`config.mk`:
```
export PLATFORM = sky130hd
export DESIGN_NAME = sram_arbiter
export DESIGN_NICKNAME = d
export VERILOG_FILES = /design/src/rtl/sram_arbiter.sv
export SDC_FILE = /design/constraint.sdc
export NUM_CORES = 1
export LEC_CHECK = 0
export BUFFER_PORTS_ARGS = -buffer_cell sky130_fd_sc_hd__buf_2
export CAP_MARGIN = 20
export CORE_MARGIN = 2
export CORE_UTILIZATION = 30
export DETAILED_ROUTE_END_ITERATION = 6
export PLACE_DENSITY = 0.65
export SLEW_MARGIN = 10
export SYNTH_ARGS = -nofsm -noshare
export SYNTH_HDL_FRONTEND = slang
export SYNTH_SLANG_ARGS = --single-unit
```
`constraint.sdc`:
```
create_clock -name Clock_50 -period 1.42 [get_ports Clock_50]
set_input_delay 0 -clock Clock_50 [delete_from_list [all_inputs] [get_ports Clock_50]]
set_output_delay 0 -clock Clock_50 [all_outputs]
set_load 0.05 [all_outputs]
```
`src/rtl/sram_arbiter.sv`:
```
// sram_arbiter
//   Shares one external SRAM port between the VGA frame reader, the UART image
//   loader and the milestone decoder. It issues at most one access per clock.
//   VGA always wins. UART and the decoder take turns round-robin, except that
//   the decoder can hold a burst with DEC_lock_i, up to LOCK_MAX grants while
//   UART waits. Each issued read carries an owner tag through a READ_LATENCY
//   deep pipe, so returning data is steered to the master that asked for it.
//
// Ports
//   Clock_50, Resetn                  clock, synchronous active-low reset
//   VGA_*                             read-only requester (req/address/grant/rdata_valid)
//   UART_*                            write-only requester (req/address/wdata/grant)
//   DEC_*                             read/write requester with burst lock
//   read_data_o                       SRAM read data, passed through combinationally
//   SRAM_address_o/_write_data_o/_we_n_o   registered access to the SRAM controller
//   SRAM_read_data_i                  read data from the SRAM controller
//   owner_o                           last granted requester (0 none, 1 VGA, 2 UART, 3 DEC)

module sram_arbiter #(
    parameter int READ_LATENCY = 3,
    parameter int LOCK_MAX     = 8
) (
    input  logic        Clock_50,
    input  logic        Resetn,
    input  logic        VGA_req_i,
    input  logic [17:0] VGA_address_i,
    output logic        VGA_grant_o,
    output logic        VGA_rdata_valid_o,
    input  logic        UART_req_i,
    input  logic [17:0] UART_address_i,
    input  logic [15:0] UART_wdata_i,
    output logic        UART_grant_o,
    input  logic        DEC_req_i,
    input  logic        DEC_we_n_i,
    input  logic [17:0] DEC_address_i,
    input  logic [15:0] DEC_wdata_i,
    input  logic        DEC_lock_i,
    output logic        DEC_grant_o,
    output logic        DEC_rdata_valid_o,
    output logic [15:0] read_data_o,
    output logic [17:0] SRAM_address_o,
    output logic [15:0] SRAM_write_data_o,
    output logic        SRAM_we_n_o,
    input  logic [15:0] SRAM_read_data_i,
    output logic [1:0]  owner_o
);

    // The owner encoding also serves as the read tag; only NONE, VGA and DEC
    // ever enter the tag pipe.
    typedef enum logic [1:0] {
        OWN_NONE = 2'd0,
        OWN_VGA  = 2'd1,
        OWN_UART = 2'd2,
        OWN_DEC  = 2'd3
    } owner_e;

    localparam logic [3:0] LOCK_CAP = 4'(LOCK_MAX);

    logic        rr_dec_q, rr_dec_d;       // 1: decoder has the next turn
    logic        dec_own_q, dec_own_d;     // decoder holds lock ownership
    logic [3:0]  lock_cnt_q, lock_cnt_d;
    logic [17:0] addr_q, addr_d;
    logic [15:0] wdata_q, wdata_d;
    logic        we_n_q, we_n_d;
    owner_e      owner_q, owner_d;
    owner_e      tag_q [READ_LATENCY];
    owner_e      tag_d [READ_LATENCY];

    logic gnt_vga, gnt_uart, gnt_dec;
    logic dec_locked;

    // Arbitration. Lock ownership is not lost to a VGA grant, so a burst
    // resumes right after VGA steps in.
    always_comb begin
        gnt_vga    = 1'b0;
        gnt_uart   = 1'b0;
        gnt_dec    = 1'b0;
        dec_locked = dec_own_q && DEC_lock_i && DEC_req_i && (lock_cnt_q < LOCK_CAP);
        if (Resetn) begin
            if (VGA_req_i) begin
                gnt_vga = 1'b1;
            end else if (dec_locked) begin
                gnt_dec = 1'b1;
            end else if (UART_req_i && DEC_req_i) begin
                if (rr_dec_q) begin
                    gnt_dec = 1'b1;
                end else begin
                    gnt_uart = 1'b1;
                end
            end else if (UART_req_i) begin
                gnt_uart = 1'b1;
            end else if (DEC_req_i) begin
                gnt_dec = 1'b1;
            end
        end
    end

    always_comb begin
        rr_dec_d   = rr_dec_q;
        dec_own_d  = dec_own_q;
        lock_cnt_d = lock_cnt_q;

        if (gnt_uart) begin
            rr_dec_d  = 1'b1;
            dec_own_d = 1'b0;
        end else if (gnt_dec) begin
            rr_dec_d  = 1'b0;
            dec_own_d = 1'b1;
        end

        // Only counts grants that actually keep UART waiting.
        if (gnt_uart || !DEC_lock_i) begin
            lock_cnt_d = 4'd0;
        end else if (gnt_dec && UART_req_i && (lock_cnt_q != 4'hF)) begin
            lock_cnt_d = lock_cnt_q + 4'd1;
        end
    end

    // Issue stage: address and data hold over idle cycles, we_n drops back high.
    always_comb begin
        addr_d  = addr_q;
        wdata_d = wdata_q;
        we_n_d  = 1'b1;
        owner_d = OWN_NONE;
        if (gnt_vga) begin
            addr_d  = VGA_address_i;
            owner_d = OWN_VGA;
        end else if (gnt_uart) begin
            addr_d  = UART_address_i;
            wdata_d = UART_wdata_i;
            we_n_d  = 1'b0;
            owner_d = OWN_UART;
        end else if (gnt_dec) begin
            addr_d  = DEC_address_i;
            wdata_d = DEC_wdata_i;
            we_n_d  = DEC_we_n_i;
            owner_d = OWN_DEC;
        end
    end

    // The tag enters the pipe from the access currently on the SRAM bus, so the
    // last stage lines up with data READ_LATENCY cycles after the address.
    always_comb begin
        if (owner_q == OWN_VGA) begin
            tag_d[0] = OWN_VGA;
        end else if ((owner_q == OWN_DEC) && we_n_q) begin
            tag_d[0] = OWN_DEC;
        end else begin
            tag_d[0] = OWN_NONE;
        end
        for (int i = 1; i < READ_LATENCY; i++) begin
            tag_d[i] = tag_q[i-1];
        end
    end

    always_ff @(posedge Clock_50) begin
        if (!Resetn) begin
            rr_dec_q   <= 1'b0;
            dec_own_q  <= 1'b0;
            lock_cnt_q <= 4'd0;
            addr_q     <= 18'd0;
            wdata_q    <= 16'd0;
            we_n_q     <= 1'b1;
            owner_q    <= OWN_NONE;
            for (int i = 0; i < READ_LATENCY; i++) begin
                tag_q[i] <= OWN_NONE;
            end
        end else begin
            rr_dec_q   <= rr_dec_d;
            dec_own_q  <= dec_own_d;
            lock_cnt_q <= lock_cnt_d;
            addr_q     <= addr_d;
            wdata_q    <= wdata_d;
            we_n_q     <= we_n_d;
            owner_q    <= owner_d;
            for (int i = 0; i < READ_LATENCY; i++) begin
                tag_q[i] <= tag_d[i];
            end
        end
    end

    assign VGA_grant_o       = gnt_vga;
    assign UART_grant_o      = gnt_uart;
    assign DEC_grant_o       = gnt_dec;
    assign SRAM_address_o    = addr_q;
    assign SRAM_write_data_o = wdata_q;
    assign SRAM_we_n_o       = we_n_q;
    assign owner_o           = owner_q;
    assign read_data_o       = SRAM_read_data_i;
    // Gated by Resetn so stale tags never pulse during the reset cycle itself.
    assign VGA_rdata_valid_o = Resetn && (tag_q[READ_LATENCY-1] == OWN_VGA);
    assign DEC_rdata_valid_o = Resetn && (tag_q[READ_LATENCY-1] == OWN_DEC);

endmodule

```
======== Yosys cells after proc, flatten, opt, wreduce, memory -nomap -nowiden ========
Memories as Yosys holds them, arrays and structs flattened.
Index checks and enable logic that the tools add are counted.
storage, ports and cells
  bits in registers ....................... 43
  bits in writable memories ............... 6
  input port bits ......................... 109
  output and inout bits ................... 58
  memories kept ........................... 1
memories
  name   depth  width  read ports  clocked after memory_dff  write ports  line  source
  tag_q  3      2      3           0                         3            66    owner_e tag_q [READ_LATENCY];
cells by class
  add/sub/neg operators ................... 1
  $lt $le $gt $ge ......................... 1
  equality and inequality tests ........... 5
  mux-type cells .......................... 34
  bitwise operators ....................... 5
  reduce and logical (&&, ||, !) cells .... 17
operators by type and width
  kind                                                  count
  two-way mux 18 bit                                    3
  two-way mux 16 bit                                    2
  two-way mux 1 bit                                     22
  two-way mux 2 bit                                     7
  logical AND 1 bit                                     9
  OR reduction 2 bit                                    3
  adder 4 x 1 -> 4 bit (second input constant)          1
  equality test 2 x 1 -> 1 bit (second input constant)  2
  equality test 2 bit (second input constant)           2
  < comparator 4 bit (second input constant)            1
  inequality test 4 bit (second input constant)         1
  bitwise OR 1 bit                                      3
  nonzero test 3 bit                                    1
  inverter 1 bit                                        2
  AND reduction 2 bit                                   1
  nonzero test 2 bit                                    1
  logical NOT 1 bit                                     1
  logical OR 1 bit                                      1

======== Depth between registers and ports, before layout ========
Gate-level depths: netlist of the first run.
  depth in word-level cells ............... 9
  gate-level depth with buffers ........... 7
  depth with buffers taken out ............ 5

======== Least setup slack after synthesis of the first run ========
Ideal clock, no wire load.
  path type ............................... flip-flop to flip-flop
  start point ............................. register lock_cnt_q[3]
  end point ............................... register owner_q[0], in the netlist owner_o[0]
  setup time .............................. 61 ps
  data arrival time ....................... 1686 ps
  setup slack ............................. -327 ps
  cell stages (with the launch flop) ...... 5
  period minus slack after synthesis ...... 1747 ps
  cell sequence ........................... dfxtp_1 and3b_2 nor2_1 a21oi_1 or2_2
between the ends
  word-level cells in the longest chain between the ends .. 8
RTL lines
  what                      line  source
  start: declaration        61    logic [3:0] lock_cnt_q, lock_cnt_d;
  start signal: assignment  171   lock_cnt_q <= lock_cnt_d;
  < comparator 4 bit        78    dec_locked = dec_own_q && DEC_lock_i && DEC_req_i && (lock_cnt_q < LOCK_CAP);
  logical AND 1 bit         78
  two-way mux 1 bit         82    end else if (dec_locked) begin
  two-way mux 1 bit         80    if (VGA_req_i) begin
  two-way mux 1 bit         79    if (Resetn) begin
  via DEC_grant_o           38    output logic DEC_grant_o,
  two-way mux 2 bit         133   end else if (gnt_dec) begin
  two-way mux 2 bit         128   end else if (gnt_uart) begin
  two-way mux 1 bit         125   if (gnt_vga) begin
  end signal: assignment    175   owner_q <= owner_d;
  end: declaration          65    owner_e owner_q, owner_d;
The timed path passes the listed nets, and every way through them passes these cells.
A chain may end at the register's enable or synchronous reset.

======== Worst setup path in the final report of the first run ========
  start point ............................. register lock_cnt_q[3]
  end point ............................... register lock_cnt_q[3]
between the ends
  word-level cells in the longest chain between the ends .. 7
RTL lines
  what                                                                             line
  < comparator 4 bit                                                               78
  logical AND 1 bit                                                                78
  two-way mux 1 bit                                                                82
  two-way mux 1 bit                                                                80
  two-way mux 1 bit                                                                79
  logical OR 1 bit / logical AND 1 bit (equally long branches)                     112, 114
  OR reduction 2 bit (no source line) / logical AND 1 bit (equally long branches)  -
Parallel ways exist; a longest one is shown, timed or not.

==> metrics.log, run 1 <==
[metrics] critical path buffer and inverter count: 0
[metrics] share of the cycle needed by the critical path after routing: 101%
[metrics] share of post-route cells with drive strength above 1: a little under two fifths
[metrics] Num Clock Sinks: between 40 and 50
[metrics] vias post-DR: between 2000 and 3000
[metrics] wire length of the first global-routing pass: roughly 14 mm
[metrics] I/O Buffers: ~130
[metrics] post-route clock skew: between 8 and 9 ps
[metrics] Post-synth EDFFs: 0
[metrics] I/O pin cnt: roughly 170
[metrics] net count after synthesis: 400
[metrics] critical path peak fanout: 4
[metrics] router iterations before antenna repair: 4
[metrics] Std-Cell Core Area: 7330 µm²
[metrics] maximum level of the CTS H-tree: 2
[metrics] type of the most critical hold path: input port to output port
[metrics] delay of the slowest cell on the worst path: 500 ps
[metrics] number of inserted filler cells in the final layout: slightly above 600
[metrics] M1 GR Usage: a little under a quarter
[metrics] CTS tree: yes
[metrics] async set or reset register ratio after synthesis: 0%
[metrics] pin count of the biggest net entering global routing: 36
[metrics] final core utilization: between 50 and 60%
[metrics] Total Wirelength: between 8 and 9 mm
[metrics] placement row count: 31
[metrics] Congestion Overflow GR: 0
[metrics] maximum clock frequency: 700 MHz
[metrics] largest area contributor in the synthesized netlist: dfxtp_1
[metrics] number of endpoints with negative hold slack in the final report: 0
[metrics] number of unique standard cell types used by synthesis: 38
[metrics] static leakage: roughly 2 nW
[metrics] top post-synthesis cells by area: dfxtp_1, nand2_1, nand3_1
[metrics] post-synthesis instance area: between 2000 and 2500 µm²
[metrics] post-route setup TNS: -14.9 ps
[metrics] footprint of the flip-flops and latches: ~1000 µm²
[metrics] met2 capacity usage during global routing: 35.7%
[metrics] MaxCap Viol Count: 0
[metrics] 1st-iter DRT viols: roughly 170
[metrics] post-detailed-route wirelength per cell: approximately 15 µm
[metrics] total inserted antenna cells: 0
[metrics] Peak supply drop: ~0.43 mV
[metrics] most crowded layer after global routing: met2
[metrics] number of warning messages in the yosys log: 0
[metrics] most common library cells after synthesis: nand2_1, dfxtp_1, nand3_1
[metrics] violated checks: negative setup slack
[metrics] post-synthesis sequential element count: between 40 and 50
[metrics] Arr. time, crit path: roughly 1700 ps
[metrics] vias in the first global route: 2979
[metrics] net count of the finished layout: a little over 600
[metrics] most instantiated flip-flop cell in the synthesis netlist: dfxtp_1
[metrics] overall power consumption: roughly 3.6 mW
[metrics] critical path cell sequence: and3b_2 > o2111ai_4 > or4_4 > a21oi_2
[metrics] HPWL after detailed placement: ~5.0 mm
[metrics] outcome: finished, violations left
[metrics] vias per cell: 4.83
[metrics] clock transition at the register clock pins on the worst setup and hold paths after CTS: 90 ps
[metrics] post-route worst hold slack: ~0.019 ps
[metrics] synthesized netlist cell count: 290
[metrics] Post-Synth Simple-Gate Area: between 20% and 30%
[metrics] setup repair after global routing missed its margin: yes
[metrics] post-layout minimum cycle time: 1430 ps
[metrics] Synth Area in Adders: 0.543%
[metrics] final number of setup-violating endpoints: 3
[metrics] met3 capacity usage during global routing: under 10%
[metrics] critical path launch point type: register
[metrics] mux contribution to synthesized area: 0%
[metrics] floorplan die width: between 90 and 100 µm
[metrics] routability congestion estimate: between 0.7 and 0.8
[metrics] number of buffers between clock root and the deepest sink: 2
[metrics] number of antenna violations at the first check in global routing: 0
[metrics] family with the most delay on the worst path: simple AND/OR/NAND/NOR gates
[metrics] required time reported for the critical path endpoint: between 1500 and 2000 ps
[metrics] area of the multi-input gates: between 1000 and 1500 µm²
[metrics] combinational family with the most area after synthesis: simple AND/OR/NAND/NOR gates
[metrics] Die Area: about 8400 µm²
[metrics] most numerous cell in the Yosys netlist: nand2_1
[metrics] Slew HR: about a third
[metrics] Max Transition Viols Final: 0
[metrics] critical path start-end classification: register to register
[metrics] slack of the critical path: -7.95 ps
[metrics] sequential element share of the synthesized area: around 43%
[metrics] starting utilization of the core area: about a third
[metrics] CTS Root Cell: clkbuf_8
[metrics] clock latency reported for the late side of the worst-skew pair: between 300 and 400 ps
[metrics] post-route antenna net violation count: 0
[metrics] Area Overhead vs Synth: 83.7%
[metrics] complex-gate fraction of the synthesized area: between 10% and 20%
[metrics] CP Capture Type: register
[metrics] cell with the largest stage delay on the worst path: or4_4
[metrics] number of buffers created by CTS: 5
[metrics] average instance area after synthesis: around 8.0 µm²
[metrics] Pwr Density: around 850 nW/µm²
[metrics] placed cell area: around 3100 µm²
[metrics] Overall Global Routing Usage: between 20 and 25%
[metrics] xor/xnor share of the synthesized area: 0%
[metrics] Synth top area share: a little over two fifths
[metrics] Least-Margin Pin Slew: around 1000 ps
[metrics] chip height: about 90 µm
[metrics] post-route DRC violation count: 0
[metrics] summed area of non-filler cells in the final layout: roughly 4200 µm²
-- layout make-up --
class,instances,area share [%]
Timing Repair Buffer,242,43.1
Multi-Input combinational cell,196,27.0
Sequential cell,49,23.3
Tap cell,99,2.92
Clock buffer,5,1.62
Clock inverter,3,1.09
Inverter,10,0.945
-- logic make-up (layout without fill, tap and decap cells) --
| kind of cell | after synthesis | count (layout) |
|---|---|---|
| DFF | 49 | 49 |
| AOI/OAI and AO/OA | 70 | 70 |
| buffers and inverters | 45 | 260 |
| adders and majority gates | 1 | 1 |
| and+or+nand+nor | 125 | 125 |
-- layer usage --
| layer | wire length [µm] | vias up |
|---|---|---|
| li1 | - | 1419 |
| met1 | 3620 | 1336 |
| met2 | 4380 | 131 |
| met3 | 611 | 30 |
| met4 | 282 | 0 |
| met5 | 0 | - |
-- worst paths after layout --
check | startpoint | end | slack [ps] | cells past startpoint
worst max-delay path | lock_cnt_q[3] | lock_cnt_q[3] | -8 | 4
worst min-delay path | SRAM_read_data_i[6] | read_data_o[6] | 0.02 | 0
worst max register to register | lock_cnt_q[3] | lock_cnt_q[3] | -8 | 4
worst min register to register | tag_q[0][0] | tag_q[0][2] | 440 | 1
-- metrics by stage --
| stage | cells | setup WS, ps |
|---|---|---|
| 2_1_floorplan | 290 | -1.52 |
| 3_3_place_gp | 505 | -25.4 |
| 3_5_place_dp | 505 | -53.6 |
| 4_1_cts | 602 | -25.3 |
| 5_1_grt | 604 | -85.1 |
| 6_report | 604 | -7.95 |
-- where the power goes --
| group | internal (mW) | leakage (nW) | switching, mW |
|---|---|---|---|
| Sequential | 1.47 | 0.406 | 0.0512 |
| Clock | 0.528 | 0.0543 | 0.491 |
| Combinational | 0.454 | 1.50 | 0.608 |
| Total | 2.45 | 1.96 | 1.15 |
-- sequential cells by signal, summed over array words and instances (netlist names) --
register,flops
dec_own_q,1
SRAM_we_n_o,1
rr_dec_q,1
SRAM_write_data_o,16
SRAM_address_o,18
lock_cnt_q,4
tag_q,6
owner_o,2
-- worst register-to-register path, delay by kind of cell, from the launching register on --
| family | cells | cell delay (ps) |
|---|---|---|
| AND/OR/NAND/NOR | 2 | 760 |
| flip-flops | 1 | 330 |
| AO/OA/AOI/OAI | 2 | 270 |
-- placed cells by master, fill, tap and decap left out, types with 2 or more instances in the layout --
cell           instances
clkbuf_8               5
nor2_1                 4
a22oi_1               14
or3_4                  2
buf_2                132
a21oi_2                4
buf_12                 6
nand2_2                5
o21ai_0               21
dlygate4sd3_1         84
inv_1                  8
and2_1                 9
buf_6                  3
o31ai_1                2
a211oi_1               4
nand2_1               54
dfxtp_1               45
nand3_2                2
a31oi_1               16
nand3_1               37
nand2b_1               2
a21oi_1                2
buf_4                 15
dfxtp_2                4
-- timing repair --
action	in CTS	in global routing
hold buffers	84	0
cloned	1	1
buffers inserted	4	1
hold endpoints to repair	36	0
endpoints found under the setup margin	5	28
pin swaps	1	5
gates resized for setup	13	14
Power figures use the tool's default switching activity.
==> run 2, diff against run 1 <==
--- a/config.mk
+++ b/config.mk
@@ -6,11 +6,11 @@
 export NUM_CORES = 1
 export LEC_CHECK = 0
 export BUFFER_PORTS_ARGS = -buffer_cell sky130_fd_sc_hd__buf_2
-export CAP_MARGIN = 20
 export CORE_MARGIN = 2
 export CORE_UTILIZATION = 30
 export DETAILED_ROUTE_END_ITERATION = 6
 export PLACE_DENSITY = 0.65
+export SKIP_CTS_REPAIR_TIMING = 1
 export SLEW_MARGIN = 10
 export SYNTH_ARGS = -nofsm -noshare
 export SYNTH_HDL_FRONTEND = slang
==> run 2 against run 1 <==
Compared with the run above: core utilization fell by 0.085 points; combinational power barely moved; cell area fell by 0.15%; maximum frequency fell by 2.2%; the run ends with negative hold slack, negative setup slack left.
==> metrics.log, run 2 (synthesized netlist as in run 1, its figures left out) <==
[metrics] outcome: finished, violations left
[metrics] violated checks: negative hold slack, negative setup slack
[metrics] Std-Cell Core Area: 7330 µm² (unchanged)
[metrics] hold-critical path endpoint: SRAM_write_data_o[0]
[metrics] reg2reg path depth: 4 (unchanged)
[metrics] met3 routed wirelength: 583 µm (-4.6%)
[metrics] slack of the critical path: -39.6 ps (-31.7 ps)
[metrics] maximum clock frequency: 685 MHz (-2.2%)
[metrics] setup repair after global routing missed its margin: yes
[metrics] number of buffers created by CTS: 5 (unchanged)
[metrics] post-route worst hold slack: -8.08 ps (-8.10 ps)
[metrics] Area Overhead vs Synth: 83.4%
[metrics] critical path cell sequence: and3b_2 > o2111ai_4 > or4_4 > a21oi_2
[metrics] vias per cell: 4.81 (-0.30%)
[metrics] clock latency reported for the late side of the worst-skew pair: 300 ps (about the same)
[metrics] Slew HR: 26.5% (-6.5 points)
[metrics] post-route clock skew: 6.61 ps (-2.11 ps)
[metrics] Total Wirelength: 8.80 mm (-1.1%)
[metrics] Largest register FFs: 18 (unchanged)
[metrics] critical path launch point type: register
[metrics] Reg-to-Reg Start: lock_cnt_q[3]
[metrics] highest signal layer in the routed design: met4
[metrics] number of inserted filler cells in the final layout: 611 (-1.3%)
[metrics] Num Clock Sinks: 49 (unchanged)
[metrics] most frequent cells in the layout: buf_2, dlygate4sd3_1, nand2_1
[metrics] minimum setup slack among reg-to-reg paths: -40 ps (-30 ps)
[metrics] static leakage: 1.97 nW (+0.12%)
[metrics] post-detailed-route wirelength per cell: 14.5 µm (-1.4%)
[metrics] required time reported for the critical path endpoint: 1670 ps (about the same)
[metrics] clock transition at the register clock pins on the worst setup and hold paths after CTS: 100 ps (about the same)
[metrics] I/O Buffers: 134 (unchanged)
[metrics] Min-Delay Startpoint: Resetn
[metrics] Die Area: 8400 µm² (unchanged)
[metrics] final core utilization: 57.7% (-0.085 points)
[metrics] worst setup slack before clock tree synthesis: -53.6 ps (unchanged)
[metrics] number of antenna violations at the first check in global routing: 0 (unchanged)
[metrics] placement row count: 31 (unchanged)
[metrics] vias in the first global route: 2359 (-21%)
[metrics] delay of the slowest cell on the worst path: 560 ps (+60 ps)
[metrics] Hold Path Stages: 3 (+3)
[metrics] router iterations before antenna repair: 5 (+1)
[metrics] floorplan die width: 91.7 µm (unchanged)
[metrics] routability congestion estimate: 0.795 (unchanged)
[metrics] Arr. time, crit path: 1710 ps (+40 ps)
[metrics] capturing point of the worst reg2reg path: lock_cnt_q[3]
[metrics] I/O pin cnt: 167 (unchanged)
[metrics] 1st-iter DRT viols: 124 (-25%)
[metrics] chip height: 91.7 µm (unchanged)
[metrics] maximum level of the CTS H-tree: 2 (unchanged)
[metrics] CTS Root Cell: clkbuf_8
[metrics] routed length on met2: 4.43 mm (+1.1%)
[metrics] Pwr Density: 851 nW/µm² (+0.17%)
[metrics] type of the most critical hold path: input port to register
[metrics] number of endpoints with negative hold slack in the final report: 1 (+1)
[metrics] number of standard cells in the final layout excluding fillers: 606 (+0.33%)
[metrics] Peak supply drop: 0.444 mV (+3.5%)
[metrics] vias post-DR: 2917 (+0.034%)
[metrics] net count of the finished layout: 616 (+0.33%)
[metrics] Max Transition Viols Final: 0 (unchanged)
[metrics] metal1 wirelength: 3.65 mm (+0.63%)
[metrics] post-route antenna net violation count: 0 (unchanged)
[metrics] Least-Margin Pin Slew: 1100 ps (+96.6 ps)
[metrics] post-route DRC violation count: 0 (unchanged)
[metrics] total inserted antenna cells: 0 (unchanged)
[metrics] post-layout minimum cycle time: 1460 ps (+31.7 ps)
[metrics] wire length of the first global-routing pass: 10.6 mm (-22%)
[metrics] cell with the largest stage delay on the worst path: or4_4
[metrics] HPWL after detailed placement: 5.00 mm (unchanged)
[metrics] CTS tree: yes
[metrics] starting utilization of the core area: 31.5% (unchanged)
[metrics] share of the cycle needed by the critical path after routing: 103% (+2.2 points)
[metrics] Congestion Overflow GR: 0 (unchanged)
[metrics] Overall Global Routing Usage: 15.5% (-4.8 points)
[metrics] CP Capture Type: register
[metrics] share of post-route cells with drive strength above 1: 38.5% (+0.24 points)
[metrics] cell count after placement: 505 (unchanged)
[metrics] leading cell type in the layout, fill and taps excluded: buf_2
[metrics] MaxCap Viol Count: 0 (unchanged)
[metrics] number of buffers between clock root and the deepest sink: 2 (unchanged)
[metrics] critical path peak fanout: 4 (unchanged)
[metrics] critical path start-end classification: register to register
[metrics] pin count of the biggest net entering global routing: 36 (unchanged)
[metrics] post-route setup TNS: -60.6 ps (-45.8 ps)
[metrics] final number of setup-violating endpoints: 2 (-1)
run 2: final cells by class:
cell class	instances	area, µm²	area share, %
sequential	49	985	23.3
inverter	10	40.0	0.947
timing repair buffer	244	1820	43.0
clock buffer	5	68.8	1.63
multi-input combinational	196	1140	27.1
clock inverter	3	46.3	1.09
tap	99	124	2.93
run 2: stage by stage:
step / area, µm² / total power [mW]
2_1_floorplan: 2320 / 2.18
3_3_place_gp: 3090 / 2.36
3_5_place_dp: 3090 / 2.37
4_1_cts: 3210 / 3.41
5_1_grt: 4230 / 3.76
6_report: 4230 / 3.60
run 2: worst max path at each step:
stage	to	depth (start not counted)	from
after floorplan	owner_o[0]	4	lock_cnt_q[3]
after global placement	SRAM_address_o[0]	5	UART_req_i
after detailed placement	SRAM_address_o[11]	5	UART_req_i
after CTS	UART_grant_o	6	lock_cnt_q[3]
after global routing	UART_grant_o	6	lock_cnt_q[3]
final	lock_cnt_q[3]	4	lock_cnt_q[3]
run 2: worst max-delay path, delay by kind of cell, from the launching register on:
| kind | cells | cell delay [ps] |
|---|---|---|
| flops | 1 | 340 |
| compound gates | 2 | 250 |
| simple gates | 2 | 820 |
run 2: metal layers:
metal	GRT usage [%]	vias to the layer above
met4	5.05	0
met5	0	-
met1	18.7	1338
met3	4.19	15
met2	26.7	137
li1	-	1427
run 2: power by group:
| part | internal, mW | switching, mW |
|---|---|---|
| registers | 1.47 | 0.0515 |
| logic | 0.452 | 0.610 |
| clock network | 0.528 | 0.492 |
| total | 2.45 | 1.15 |
==> run 3, diff against run 2 <==
--- a/config.mk
+++ b/config.mk
@@ -10,8 +10,8 @@
 export CORE_UTILIZATION = 30
 export DETAILED_ROUTE_END_ITERATION = 6
 export PLACE_DENSITY = 0.65
+export RECOVER_POWER = 50
 export SKIP_CTS_REPAIR_TIMING = 1
-export SLEW_MARGIN = 10
 export SYNTH_ARGS = -nofsm -noshare
 export SYNTH_HDL_FRONTEND = slang
 export SYNTH_SLANG_ARGS = --single-unit
==> run 3 against run 2 <==
Compared with the run above: the flow still finishes with violations (negative hold slack, negative setup slack); sequential power about the same; clock skew up 0.57 ps; maximum frequency grew 0.18%; clock power hardly changed; sequential cell count unchanged; routed wire length shrank 0.14%; combinational power about the same; clock-buffer cell count did not move; critical path depth stayed put; register-to-register slack is essentially flat; global-route usage unchanged; critical path type unchanged; largest power group unchanged.
==> metrics.log, run 3 (synthesized netlist as in run 1, its figures left out) <==
[metrics] floorplan die width: 91.7 µm (unchanged)
[metrics] I/O pin cnt: 167 (unchanged)
[metrics] post-detailed-route wirelength per cell: 14.5 µm (-0.14%)
[metrics] final number of setup-violating endpoints: 2 (unchanged)
[metrics] number of buffers created by CTS: 5 (unchanged)
[metrics] chip height: 91.7 µm (unchanged)
[metrics] pin count of the biggest net entering global routing: 36 (unchanged)
[metrics] Total Wirelength: 8.79 mm (-0.14%)
[metrics] vias in the first global route: 2359 (unchanged)
[metrics] slack of the critical path: -37.0 ps (+2.57 ps)
[metrics] share of post-route cells with drive strength above 1: 34.3% (-4.1 points)
[metrics] Peak supply drop: 0.443 mV (-0.22%)
[metrics] leading cell type in the layout, fill and taps excluded: buf_2
[metrics] placement row count: 31 (unchanged)
[metrics] Overall Global Routing Usage: 15.5% (unchanged)
[metrics] total inserted antenna cells: 0 (unchanged)
[metrics] share of the cycle needed by the critical path after routing: 103% (-0.18 points)
[metrics] Least-Margin Pin Slew: 1080 ps (-20.8 ps)
[metrics] Area Overhead vs Synth: 82.1%
[metrics] MaxCap Viol Count: 0 (unchanged)
[metrics] type of the most critical hold path: input port to register
[metrics] starting utilization of the core area: 31.5% (unchanged)
[metrics] violated checks: negative hold slack, negative setup slack
[metrics] Largest register FFs: 18 (unchanged)
[metrics] setup repair after global routing missed its margin: yes
[metrics] maximum clock frequency: 686 MHz (+0.18%)
[metrics] CP Capture Type: register
[metrics] post-route clock skew: 7.18 ps (+0.569 ps)
[metrics] number of antenna violations at the first check in global routing: 0 (unchanged)
[metrics] post-layout minimum cycle time: 1460 ps (-2.57 ps)
[metrics] Slew HR: 27.9% (+1.4 points)
[metrics] static leakage: 1.89 nW (-4.1%)
[metrics] wire length of the first global-routing pass: 10.6 mm (unchanged)
[metrics] CTS tree: yes
[metrics] summed area of non-filler cells in the final layout: 4200 µm² (-0.68%)
[metrics] CTS Root Cell: clkbuf_8
[metrics] cell count after placement: 505 (unchanged)
[metrics] maximum level of the CTS H-tree: 2 (unchanged)
[metrics] critical path launch point type: register
[metrics] I/O Buffers: 134 (unchanged)
[metrics] post-route antenna net violation count: 0 (unchanged)
[metrics] Num Clock Sinks: 49 (unchanged)
[metrics] clock latency reported for the late side of the worst-skew pair: 310 ps (about the same)
[metrics] routability congestion estimate: 0.795 (unchanged)
[metrics] vias post-DR: 2918 (+0.034%)
[metrics] critical path peak fanout: 4 (unchanged)
[metrics] number of endpoints with negative hold slack in the final report: 2 (+1)
[metrics] router iterations before antenna repair: 4 (-1)
[metrics] post-route DRC violation count: 0 (unchanged)
[metrics] most frequent cells in the layout: buf_2, dlygate4sd3_1, nand2_1
[metrics] HPWL after detailed placement: 5.00 mm (unchanged)
[metrics] Arr. time, crit path: 1700 ps (about the same)
[metrics] Die Area: 8400 µm² (unchanged)
[metrics] Max Transition Viols Final: 0 (unchanged)
[metrics] Std-Cell Core Area: 7330 µm² (unchanged)
[metrics] critical path start-end classification: register to register
[metrics] post-route worst hold slack: -11.4 ps (-3.30 ps)
[metrics] clock transition at the register clock pins on the worst setup and hold paths after CTS: 100 ps (about the same)
[metrics] Pwr Density: 853 nW/µm² (+0.24%)
[metrics] required time reported for the critical path endpoint: 1660 ps (about the same)
[metrics] number of buffers between clock root and the deepest sink: 2 (unchanged)
[metrics] net count of the finished layout: 616 (unchanged)
[metrics] vias per cell: 4.82 (about the same)
[metrics] placed cell area: 3090 µm² (unchanged)
[metrics] outcome: finished, violations left
[metrics] 1st-iter DRT viols: 136 (+9.7%)
[metrics] number of standard cells in the final layout excluding fillers: 606 (unchanged)
[metrics] Congestion Overflow GR: 0 (unchanged)
-- run 3: cell types whose count changed in the layout (fill, tap and decap cells not counted), sizes merged --
cell	previous run	this run
clkbuf	6	27
buf	160	139
-- run 3: critical path, cell delays in order, from the launching register on --
cell,delay (ps)
dfxtp_2,330
and3b_2,260
o2111ai_4,130
or4_4,560
a21oi_2,110
-- run 3: metrics by stage --
| step | setup WS, ps | hold slack [ps] | utilization [%] | TNS, ps | power, mW |
|---|---|---|---|---|---|
| floorplan | -1.52 | 107 | - | -1.52 | 2.18 |
| global placement | -25.4 | 0.341 | 42.2 | -207 | 2.36 |
| detailed placement | -53.6 | 0.341 | 42.2 | -510 | 2.37 |
| CTS | -221 | -138 | 43.7 | -333 | 3.41 |
| global route | -90.5 | 0.0850 | 57.3 | -796 | 3.74 |
| finish | -37.0 | -11.4 | 57.3 | -55.2 | 3.58 |
-- run 3: routing by layer --
layer	GRT usage (%)	vias to the layer above	routed length [µm]
li1	-	1428	-
met1	18.7	1315	3590
met2	26.7	152	4350
met3	4.19	23	645
met4	5.05	0	206
met5	0	-	0
-- run 3: final timing paths --
path | from | end | slack (ps) | cells past startpoint
max | lock_cnt_q[3] | lock_cnt_q[3] | -40 | 4
min | Resetn | SRAM_write_data_o[0] | -10 | 3
max reg2reg | lock_cnt_q[3] | lock_cnt_q[3] | -40 | 4
min reg2reg | tag_q[0][0] | tag_q[0][2] | 440 | 1
-- run 3: power breakdown --
group | total [mW] | leakage [nW] | switching (mW) | internal [mW]
Clock | 1.02 | 0.0543 | 0.490 | 0.528
Sequential | 1.52 | 0.406 | 0.0528 | 1.47
Combinational | 1.05 | 1.43 | 0.609 | 0.438
Total | 3.58 | 1.89 | 1.15 | 2.43
-- run 3: cell type report --
| type | count | area, µm² |
|---|---|---|
| fill | 631 | 3130 |
| timing repair buffer | 244 | 1790 |
| multi-input combinational | 196 | 1140 |
| sequential | 49 | 985 |
| tap | 99 | 124 |
| clock buffer | 5 | 68.8 |
| clock inverter | 3 | 46.3 |
| inverter | 10 | 40.0 |
